===== src/rtl/vga_draw_arbiter.sv =====
// vga_draw_arbiter: round-robin arbiter that shares one VGA pixel-write port
// between N_REQ rectangle-fill requesters. The winning rectangle is rasterised
// one pixel per cycle in raster order and clipped to the 160x120 frame.
module vga_draw_arbiter #(
  parameter int N_REQ = 4
) (
  input  logic               clk,
  input  logic               resetn,
  input  logic [N_REQ-1:0]   req,
  input  logic [8*N_REQ-1:0] rect_x,
  input  logic [7*N_REQ-1:0] rect_y,
  input  logic [8*N_REQ-1:0] rect_w,
  input  logic [7*N_REQ-1:0] rect_h,
  input  logic [3*N_REQ-1:0] rect_colour,
  output logic [N_REQ-1:0]   grant,
  output logic               done,
  output logic               busy,
  output logic [7:0]         vga_x,
  output logic [6:0]         vga_y,
  output logic [2:0]         vga_colour,
  output logic               vga_plot
);

  localparam int PW = $clog2(N_REQ);

  localparam logic [1:0] S_IDLE  = 2'd0;
  localparam logic [1:0] S_LATCH = 2'd1;
  localparam logic [1:0] S_DRAW  = 2'd2;
  localparam logic [1:0] S_DONE  = 2'd3;

  logic [1:0]    state, state_nxt;
  logic [PW-1:0] rr_ptr, winner, pick;

  // Latched job and scan position (dx/dy = pixel currently on the port)
  logic [7:0] x0, w, dx, nx;
  logic [6:0] y0, h, dy, ny;
  logic [2:0] col;

  // Winner's live request parameters, only meaningful during LATCH
  logic [7:0] sel_x, sel_w;
  logic [6:0] sel_y, sel_h;
  logic [2:0] sel_col;

  logic       last, emit, plot_ok;
  logic [8:0] ex;
  logic [7:0] ey;
  logic [2:0] ecol;

  // Round-robin pick: first set req at or after rr_ptr, wrapping upward.
  // Scanning from the far end lets the nearest candidate overwrite the rest.
  always_comb begin
    int idx;
    pick = '0;
    idx  = 0;
    for (int k = N_REQ-1; k >= 0; k--) begin
      idx = int'(rr_ptr) + k;
      if (idx >= N_REQ) idx = idx - N_REQ;
      if (req[idx]) pick = PW'(idx);
    end
  end

  assign sel_x   = rect_x[8*int'(winner) +: 8];
  assign sel_y   = rect_y[7*int'(winner) +: 7];
  assign sel_w   = rect_w[8*int'(winner) +: 8];
  assign sel_h   = rect_h[7*int'(winner) +: 7];
  assign sel_col = rect_colour[3*int'(winner) +: 3];

  // Raster-order step: dx is the inner loop
  always_comb begin
    last = (dx == w - 8'd1) && (dy == h - 7'd1);
    if (dx == w - 8'd1) begin
      nx = 8'd0;
      ny = dy + 7'd1;
    end else begin
      nx = dx + 8'd1;
      ny = dy;
    end
  end

  // Next state and the pixel to present after this edge. The first pixel is
  // taken straight from the inputs at LATCH so it appears the cycle after.
  always_comb begin
    state_nxt = state;
    emit      = 1'b0;
    ex        = {1'b0, sel_x};
    ey        = {1'b0, sel_y};
    ecol      = sel_col;
    case (state)
      S_IDLE:  if (|req) state_nxt = S_LATCH;
      S_LATCH: begin
        if (sel_w == 8'd0 || sel_h == 7'd0) begin
          state_nxt = S_DONE;
        end else begin
          state_nxt = S_DRAW;
          emit      = 1'b1;
        end
      end
      S_DRAW: begin
        if (last) begin
          state_nxt = S_DONE;
        end else begin
          emit = 1'b1;
          ex   = {1'b0, x0} + {1'b0, nx};
          ey   = {1'b0, y0} + {1'b0, ny};
          ecol = col;
        end
      end
      default: state_nxt = S_IDLE;
    endcase
  end

  // Off-screen pixels still consume their cycle, only the strobe is masked
  assign plot_ok = emit && (ex < 9'd160) && (ey < 8'd120);

  // State, registered outputs and job bookkeeping
  always_ff @(posedge clk) begin
    if (!resetn) begin
      state      <= S_IDLE;
      rr_ptr     <= '0;
      winner     <= '0;
      grant      <= '0;
      done       <= 1'b0;
      busy       <= 1'b0;
      vga_x      <= '0;
      vga_y      <= '0;
      vga_colour <= '0;
      vga_plot   <= 1'b0;
      x0         <= '0;
      y0         <= '0;
      w          <= '0;
      h          <= '0;
      col        <= '0;
      dx         <= '0;
      dy         <= '0;
    end else begin
      state    <= state_nxt;
      busy     <= (state_nxt != S_IDLE);
      done     <= (state_nxt == S_DONE);
      vga_plot <= plot_ok;
      if (plot_ok) begin
        vga_x      <= ex[7:0];
        vga_y      <= ey[6:0];
        vga_colour <= ecol;
      end
      case (state)
        S_IDLE: begin
          if (|req) begin
            winner <= pick;
            grant  <= {{(N_REQ-1){1'b0}}, 1'b1} << pick;
          end
        end
        S_LATCH: begin
          x0  <= sel_x;
          y0  <= sel_y;
          w   <= sel_w;
          h   <= sel_h;
          col <= sel_col;
          dx  <= '0;
          dy  <= '0;
        end
        S_DRAW: begin
          if (!last) begin
            dx <= nx;
            dy <= ny;
          end
        end
        default: begin
          grant  <= '0;
          rr_ptr <= (winner == PW'(N_REQ-1)) ? '0 : winner + 1'b1;
        end
      endcase
    end
  end

endmodule


===== config.mk =====
export PLATFORM = sky130hd
export DESIGN_NAME = vga_draw_arbiter
export DESIGN_NICKNAME = d
export VERILOG_FILES = /design/src/rtl/vga_draw_arbiter.sv
export SDC_FILE = /design/constraint.sdc
export NUM_CORES = 1
export LEC_CHECK = 0
export CORE_ASPECT_RATIO = 0.6
export CORE_MARGIN = 1.5
export CORE_UTILIZATION = 28
export DETAILED_ROUTE_END_ITERATION = 6
export PLACE_DENSITY = 0.62
export SLEW_MARGIN = 20
export SYNTH_ARGS = -nofsm -noshare
export SYNTH_HDL_FRONTEND = slang
export SYNTH_SLANG_ARGS = --single-unit

===== constraint.sdc =====
create_clock -name clk -period 7.1 [get_ports clk]
set_clock_uncertainty 0.15 [all_clocks]
set_input_delay 1.42 -clock clk [delete_from_list [all_inputs] [get_ports clk]]
set_output_delay 1.42 -clock clk [all_outputs]
set_load 0.02 [all_outputs]

Yosys cells after proc, flatten, opt, wreduce, memory -nomap -nowiden
Index checks and enable logic that the tools add are counted.
{"block": "totals", "register_bits": 79, "in_bits": 138, "output_inout_bits": 25, "word_cells": 115}
{"block": "op_classes", "addsub": 14, "n_mul": 2, "magnitude_cmp": 10, "eq_ne": 8, "n_shift": 6, "n_mux": 42, "bitwise_logic": 1, "reduce_logical": 15}
{"operator": "less-than comparator 32 x 4 -> 1 bit (second input constant)", "n": 4}
{"operator": "2-to-1 mux 32 bit", "n": 4}
{"operator": "variable part select 32 x 6 -> 8 bit", "n": 2}
{"operator": "2-to-1 mux 8 bit", "n": 4}
{"operator": "variable part select 28 x 32 -> 7 bit", "n": 1}
{"operator": "variable part select 28 x 6 -> 7 bit", "n": 1}
{"operator": "2-to-1 mux 9 bit", "n": 2}
{"operator": "case mux 8 bit (2 select lines)", "n": 1}
{"operator": "2-to-1 mux 2 bit", "n": 7}
{"operator": "2-to-1 mux 7 bit", "n": 2}
{"operator": "case mux 7 bit (2 select lines)", "n": 1}
{"operator": "variable part select 12 x 5 -> 3 bit", "n": 1}
{"operator": "subtractor 3 x 3 -> 4 bit (second input constant)", "n": 3}
{"operator": "2-to-1 mux 1 bit", "n": 11}
{"operator": "adder 8 x 8 -> 9 bit", "n": 1}
{"operator": ">= comparator 3 bit (second input constant)", "n": 3}
{"operator": "less-than comparator 9 x 8 -> 1 bit (second input constant)", "n": 1}
{"operator": "adder 7 x 7 -> 8 bit", "n": 1}
{"operator": "adder 8 x 1 -> 8 bit (second input constant)", "n": 1}
{"operator": "binary-select mux 1 bit (select 2 bit)", "n": 4}
{"operator": "== test 8 bit", "n": 1}
{"operator": "zero test 8 bit", "n": 1}
{"operator": "less-than comparator 8 x 7 -> 1 bit (second input constant)", "n": 1}
{"operator": "case mux 4 bit (2 select lines)", "n": 1}
{"operator": "other kinds (29)", "n": 39}

Depth between registers and ports, before layout
Gate-level depths: netlist of run 1.
{"block": "logic_depth", "ltp_word": 13, "mapped_depth": 20}

Worst setup path before layout of run 1
No wires, ideal clock.
{"block": "synth_path", "path_kind": "reg-to-reg", "startpoint": "register w[0]", "endpoint": "register vga_x[3]", "setup_time_ns": 0.072, "arrival_time_ns": 4.689, "required_time_ns": 6.878, "slack_ns": 2.189, "path_stages_with_launch": 21, "path_cell_list": "dfxtp_1 > inv_1 > ha_1 > or3b_1 > or4_4 > a2111oi_4 > and3_1 > buf_6 > clkbuf_1 > nand2_1 > nand2_1 > ha_1 > and3_1 > o21ai_0 > a21oi_1 > a211o_1 > o311a_1 > o311a_1 > buf_6 > o22ai_2 > mux2i_1"}
{"block": "synth_between", "elab_chain_cells": 9, "word_cells_on_any_way": 17, "cone_classes": "3 x add/sub; 2 x order compare; 1 x eq/ne; 8 x mux; 3 x reduce/logical"}
{"item": "start: declaration", "line": "35", "source": "logic [7:0] x0, w, dx, nx;"}
{"item": "start signal: assignment", "line": "155", "source": "w <= sel_w;"}
{"item": "subtractor 8 x 1 -> 8 bit (*)", "line": "70, 71"}
{"item": "== test 8 bit (*)", "line": "70, 71"}
{"item": "2-to-1 mux 8 bit", "line": "71", "source": "if (dx == w - 8'd1) begin"}
{"item": "adder 8 x 8 -> 9 bit", "line": "103", "source": "ex = {1'b0, x0} + {1'b0, nx};"}
{"item": "2-to-1 mux 9 bit", "line": "99", "source": "if (last) begin"}
{"item": "2-to-1 mux 9 bit", "line": "88", "source": "case (state)"}
{"item": "less-than comparator 9 x 8 -> 1 bit", "line": "113", "source": "assign plot_ok = emit && (ex < 9'd160) && (ey < 8'd120);"}
{"item": "logical AND 1 bit (2 in series)", "line": "113"}
{"item": "end signal: assignment", "line": "141", "source": "vga_x <= ex[7:0];"}
{"item": "end: declaration", "line": "18", "source": "output logic [7:0] vga_x,"}
Every way passes the cells marked *; elsewhere a longest branch is shown, timed or not.
A chain may end at the register's enable or synchronous reset.

Worst setup path after layout of run 1
{"block": "layout_path", "startpoint": "register w[0]", "endpoint": "register vga_y[3]"}
{"block": "layout_between", "elab_chain_cells": 9, "word_cells_on_any_way": 17, "cone_classes": "3 x add/sub; 2 x order compare; 1 x eq/ne; 8 x mux; 3 x reduce/logical"}
{"item": "subtractor 8 x 1 -> 8 bit (*)", "line": "70, 71"}
{"item": "== test 8 bit (*)", "line": "70, 71"}
{"item": "2-to-1 mux 8 bit", "line": "71"}
{"item": "adder 8 x 8 -> 9 bit", "line": "103"}
{"item": "2-to-1 mux 9 bit", "line": "99"}
{"item": "2-to-1 mux 9 bit", "line": "88"}
{"item": "less-than comparator 9 x 8 -> 1 bit", "line": "113"}
{"item": "logical AND 1 bit (2 in series)", "line": "113"}
{"item": "end signal: assignment", "line": "142", "source": "vga_y <= ey[6:0];"}
{"item": "end: declaration", "line": "19", "source": "output logic [6:0] vga_y,"}
Marked as above.

==> out/summary.txt, run 1 <==
Post-CTS Hold Fix Bufs: 0
Area leader, netlist: dfxtp_1
IO Count: 163
Global routing usage on met2: 23.4%
Arr. time, crit path: 5.97 ns
Die X: 187 µm
Met1 usage: 23.4%
Initial antenna violation count: 0
Initial core utilization: 28.4%
Die area: 21200 µm²
Rows: 40
Vias: 5069
Synth cell count leaders: 83 x nor2_1, 79 x dfxtp_1, 54 x mux2i_1
Post-CTS Setup Inserts: 0
CTS tree: yes
Global-route usage over all layers: 15.6%
Post-synth EDFFs: 0
Yosys cell types: 74
Pwr dens: 291 nW/µm²
Synthesis-to-layout area growth: 37.7%
Die H: 113 µm
Core footprint: 20000 µm²
Drt via density: 4.96
# nets final: 907
Max IR drop VDD: 0.174 mV
Fin crit share: 82.5%
Deepest clock path buffer count: 2
Average wire per standard cell: 16.0 µm
GP Congestion: 0.782
Worst Path Required: 7.21 ns
Residual DRC: 0
Crit Path Class: flop to flop
Tightest Pin Transition: 1.02 ns
Peak fanout along the critical path: 17
Grt total ovfl: 0
Grt peak-use layer: met2
Final Max Tran Viols: 0
Seq/Total Area, Yosys: 27.8%
Leakage: 2.86 nW
Number of global-route vias before repair: 4917
Ranking of synthesized cells by area: dfxtp_1 28%, mux4_2 13%, mux2i_1 9.5%
CTS Sinks: 79
Final setup vio count: 0
R2R Setup Slk: 1.24 ns
Worst Setup Start Kind: flop
Clk slew on worst S/H paths: 0.06 ns
Gates resized, CTS repair: 0
Final hold violations: 0
Final wirelength: 16300 µm
Number of buffers added on ports: 162
CP Launch Point: w[0]
Share of layout cells above drive strength 1: 11.0%
Status: completed
CTS buffer count: 9
Antenna viol nets, final: 0
Mapped Nets: 769
Met3 Use GR: 2.88%
Main flop type after synthesis: dfxtp_1
N_diodes: 0
Post-Layout Inst Area: 7820 µm²
Worst rel slew slack: 32.2%
Max Fclk: 0.171 GHz
Iteration count of the initial detailed-routing pass: 4
Fillers: 2005
Post-DP Area: 7520 µm²
Detailed placer's ending HPWL: 12800 µm
Core Util, Final: 39.2%
H-tree levels: 3
Mean Syn Cell Area: 9.39 µm²
Max-Cap Viols: 0
Hold WC Path Type: flop to flop
RSZ-0062 raised after global routing: no
Critical R2R Capture: vga_y[3]
Largest net degree at the start of global routing: 36
Worst skew pair latency: 0.34 ns
Syn Inst Count: 605
Root buffer cell: clkbuf_16
Post-synth ARST share: 0%
Global-route wire length before repair: 26500 µm
Flops & latches, synth: 79
Mapped Area: 5680 µm²
Top-count cell post-synth: nor2_1
Iteration-0 DRC count of the detailed router: 248
Worst setup path endpoint: vga_y[3]
Final Critical Period: 5.86 ns
Worst r2r src: w[0]
Yosys warning count: 0
Share of the synthesized area in the top cell type: 27.8%
Setup TNS: 0 ns
Min Hold Slack: 0.304 ns
FF-to-FF path depth: 17
Crit. End Element: flop
==> how the worst min path moves through the flow <==
stage / startpoint / end / depth (start not counted)
floorplan: col[0] / col[0] / 2
global placement: vga_y[6] / vga_y[6] / 2
detailed placement: grant[3] / grant[3] / 2
CTS: grant[3] / grant[3] / 2
global route: vga_y[6] / vga_y[6] / 2
finish: grant[3] / grant[3] / 2
==> per-layer routing <==
metal  share of wire [%]  vias to the layer above
met5                   0                        -
met4                0.49                        0
met3                 4.4                       13
met2                  43                      108
met1                  52                     2419
li1                    -                     2529
==> cell usage in the layout (no fill, tap or decap), types with 12 or more instances in the layout <==
| cell type | count |
|---|---|
| dfxtp_1 | 77 |
| clkdlybuf4s50_1 | 162 |
| xnor2_1 | 24 |
| nor3_1 | 13 |
| a21oi_1 | 26 |
| inv_1 | 12 |
| o21ai_0 | 21 |
| nand3_1 | 14 |
| ha_1 | 23 |
| nand2_1 | 31 |
| nor2_1 | 83 |
| mux4_2 | 33 |
| mux2i_1 | 54 |
==> flip-flops by register name (all words and copies together) (netlist names) <==
name        cells
busy            1
col             3
done            1
dx              8
dy              7
grant           4
h               7
rr_ptr          2
state           2
vga_colour      3
vga_plot        1
vga_x           8
vga_y           7
w               8
winner          2
x0              8
y0              7
==> worst max-delay path, cell delays in order, from the launching register on <==
cell	delay, ns
dfxtp_1	0.35
inv_1	0.07
ha_1	0.21
or3b_1	0.38
or4_4	0.50
a2111oi_4	0.47
and3_1	0.70
nand2_1	0.15
xnor2_1	0.23
ha_1	0.31
and3_1	0.21
o21ai_0	0.28
a21oi_1	0.14
a211o_1	0.26
o311a_1	0.36
o311a_1	0.26
o22ai_2	0.49
mux2i_1	0.26
==> metrics by stage <==
stage          cells  total power [mW]  worst slack (ns)
2_1_floorplan    605              1.45              2.19
3_3_place_gp    1005              1.81              1.46
3_5_place_dp    1005              1.82              1.35
4_1_cts         1021              2.30              1.27
5_1_grt         1021              2.44             0.667
6_report        1021              2.28              1.24
==> power breakdown <==
group / switching [mW] / internal (mW)
logic: 0.582 / 0.553
clock network: 0.185 / 0.284
registers: 0.121 / 0.551
total: 0.888 / 1.39
==> logic make-up (layout without fill, tap and decap cells) <==
group	Yosys count	in the layout	share of synthesized area, %
XOR/XNOR	35	35	5.66
adder cells (fa/ha/maj)	27	27	6.17
multiplexers	89	89	23.0
buffers and inverters	52	195	3.74
flip-flops	79	79	27.8
AO/OA/AOI/OAI	125	125	16.6
AND/OR/NAND/NOR	198	198	17.0
==> area by class of cell <==
class                      instances  area [µm²]  area share, %
clock inverter                     4        53.8          0.688
tap                              273         342           4.37
multi-input combinational        474        3890           49.8
inverter                          12        45.0          0.576
timing repair buffer             167        1660           21.2
sequential                        79        1580           20.2
clock buffer                      12         246           3.15
(Power assumes the default switching activity.)
==> run 2: changes to the inputs <==
--- a/config.mk
+++ b/config.mk
@@ -9,7 +9,7 @@
 export CORE_MARGIN = 1.5
 export CORE_UTILIZATION = 28
 export DETAILED_ROUTE_END_ITERATION = 6
-export PLACE_DENSITY = 0.62
+export PLACE_DENSITY = 0.64
 export SLEW_MARGIN = 20
 export SYNTH_ARGS = -nofsm -noshare
 export SYNTH_HDL_FRONTEND = slang
==> constraint.sdc (replaced) <==
create_clock -name clk -period 5.14 [get_ports clk]
set_clock_uncertainty 0.15 [all_clocks]
set_input_delay 1.028 -clock clk [delete_from_list [all_inputs] [get_ports clk]]
set_output_delay 1.028 -clock clk [all_outputs]
set_load 0.02 [all_outputs]
==> out/summary.txt, run 2 (synthesis gave the netlist of run 1 again) <==
Max IR drop VDD: 0.187 mV
CTS buffer count: 9
Iteration-0 DRC count of the detailed router: 331
Largest net degree at the start of global routing: 40
Root buffer cell: clkbuf_16
Slowest cell on crit path: or4_4
Share of layout cells above drive strength 1: 14.8%
Synthesis-to-layout area growth: 41.0%
Residual DRC: 0
Critical path's top delay family: compound AO/OA/AOI/OAI gates
Peak fanout along the critical path: 10
GP Congestion: 0.857
Pwr dens: 396 nW/µm²
Worst path bufs/invs: 2
Average wire per standard cell: 16.0 µm
Die H: 113 µm
Crit. End Element: flop
Final Max Tran Viols: 0
Final wirelength: 16600 µm
Antenna viol nets, final: 0
CTS tree: yes
Number of buffers added on ports: 162
Worst Setup Start Kind: flop
Max Fclk: 0.204 GHz
Die X: 187 µm
Final hold violations: 0
Number of global-route vias before repair: 4919
Clock network power share: 18.8%
Crit Path Class: flop to flop
Initial antenna violation count: 0
H-tree levels: 3
Vias: 5200
Rows: 40
Worst rel slew slack: 36.9%
Commonest non-fill, non-tap cell in the layout: clkdlybuf4s50_1
Clk slew on worst S/H paths: 0.07 ns
Grt total ovfl: 0
Net Sw Frac: 40.0%
P_int: 1.90 mW
Worst Path Required: 5.22 ns
N_diodes: 0
Iteration count of the initial detailed-routing pass: 4
Most frequent cells in the layout: 162 x clkdlybuf4s50_1, 82 x nor2_1, 77 x dfxtp_1, 54 x mux2i_1, 33 x mux4_2
RSZ-0062 raised after global routing: yes
Drt via density: 5.01
Die area: 21200 µm²
Gate power share: 52.0%
IO Count: 163
Arr. time, crit path: 4.99 ns
Crit-path max cell delay: 0.50 ns
Leakage: 2.95 nW
Reg power frac: 29.2%
Detailed placer's ending HPWL: 13000 µm
Psw: 1.27 mW
Max-Cap Viols: 0
Core footprint: 20000 µm²
Global-route usage over all layers: 15.8%
Design Power: 3.18 mW
# nets final: 924
Final setup vio count: 0
Deepest clock path buffer count: 2
Global-route wire length before repair: 26600 µm
CTS Sinks: 79
Min Hold Slack: 0.309 ns
Fin crit share: 95.4%
Initial core utilization: 28.4%
Worst skew pair latency: 0.35 ns
Hold WC Path Type: flop to flop
Worst-path cell chain: inv_1, ha_2, or3b_1, or4_4, a2111oi_4, and3_4, nand2_1, xnor2_1, ha_1, and3_1, o21ai_2, a21oi_1, a211o_1, o311a_1, o311a_4, nor2_4, a21oi_4, buf_12, o221a_2
Status: completed
Tightest Pin Transition: 0.946 ns
Final Critical Period: 4.91 ns
[run 2: worst register-to-register path: cells and delay by family (launching register included)]
| family | cells | cell delay (ns) |
|---|---|---|
| AND/OR/NAND/NOR | 6 | 1.64 |
| XOR/XNOR | 1 | 0.20 |
| adder cells (fa/ha/maj) | 2 | 0.52 |
| flip-flops | 1 | 0.33 |
| buffers and inverters | 2 | 0.22 |
| AO/OA/AOI/OAI | 8 | 1.73 |
[run 2: layer usage]
layer,track usage [%],part of all wire (%),vias to the layer above
li1,-,-,2571
met4,3.39,0.60,0
met3,3.38,5.3,9
met2,23.6,42,132
met1,23.3,52,2488
met5,0,0,-
[run 2: worst paths after layout]
check,start,endpoint,slack (ns),cells past startpoint
setup / recovery,w[1],vga_y[0],0.23,19
hold / removal,grant[3],grant[3],0.31,2
setup reg to reg,w[1],vga_y[0],0.23,19
hold reg to reg,grant[3],grant[3],0.31,2
[run 2: area by class of cell]
class | count | area, µm²
fillers | 1909 | 12000
well taps | 273 | 342
clock inverters | 7 | 50.0
clock buffers | 9 | 225
multi-input cells | 474 | 3970
repair buffers | 184 | 1800
flip-flops and latches | 79 | 1580
inverters | 12 | 45.0
[run 2: power by group through the flow]
stage                     Combinational [mW]  Clock, mW  Sequential [mW]
after floorplan                         1.07          0            0.935
after global placement                  1.59          0            0.942
after detailed placement                1.60          0            0.942
after CTS                               1.61      0.608            0.930
after global routing                    1.80      0.638            0.956
final                                   1.65      0.596            0.928
[run 2: repair_timing]
action | 4_1_cts | 5_1_grt
pin swaps | 0 | 9
setup endpoints to repair | 10 | 19
buffers inserted | 0 | 3
hold buffers | 0 | 0
resized for setup | 3 | 17
[run 2: stage by stage]
step	utilization [%]	std cells	instance area, µm²	setup WS, ns	setup TNS (ns)
6_report	40.1	1038	8010	0.234	0
5_1_grt	40.1	1038	8010	-0.0198	-0.0211
4_1_cts	39.6	1035	7910	0.00657	0
3_5_place_dp	38.2	1019	7630	-0.0637	-0.335
3_3_place_gp	38.2	1019	7630	0.0595	0
2_1_floorplan	-	605	5680	0.229	0
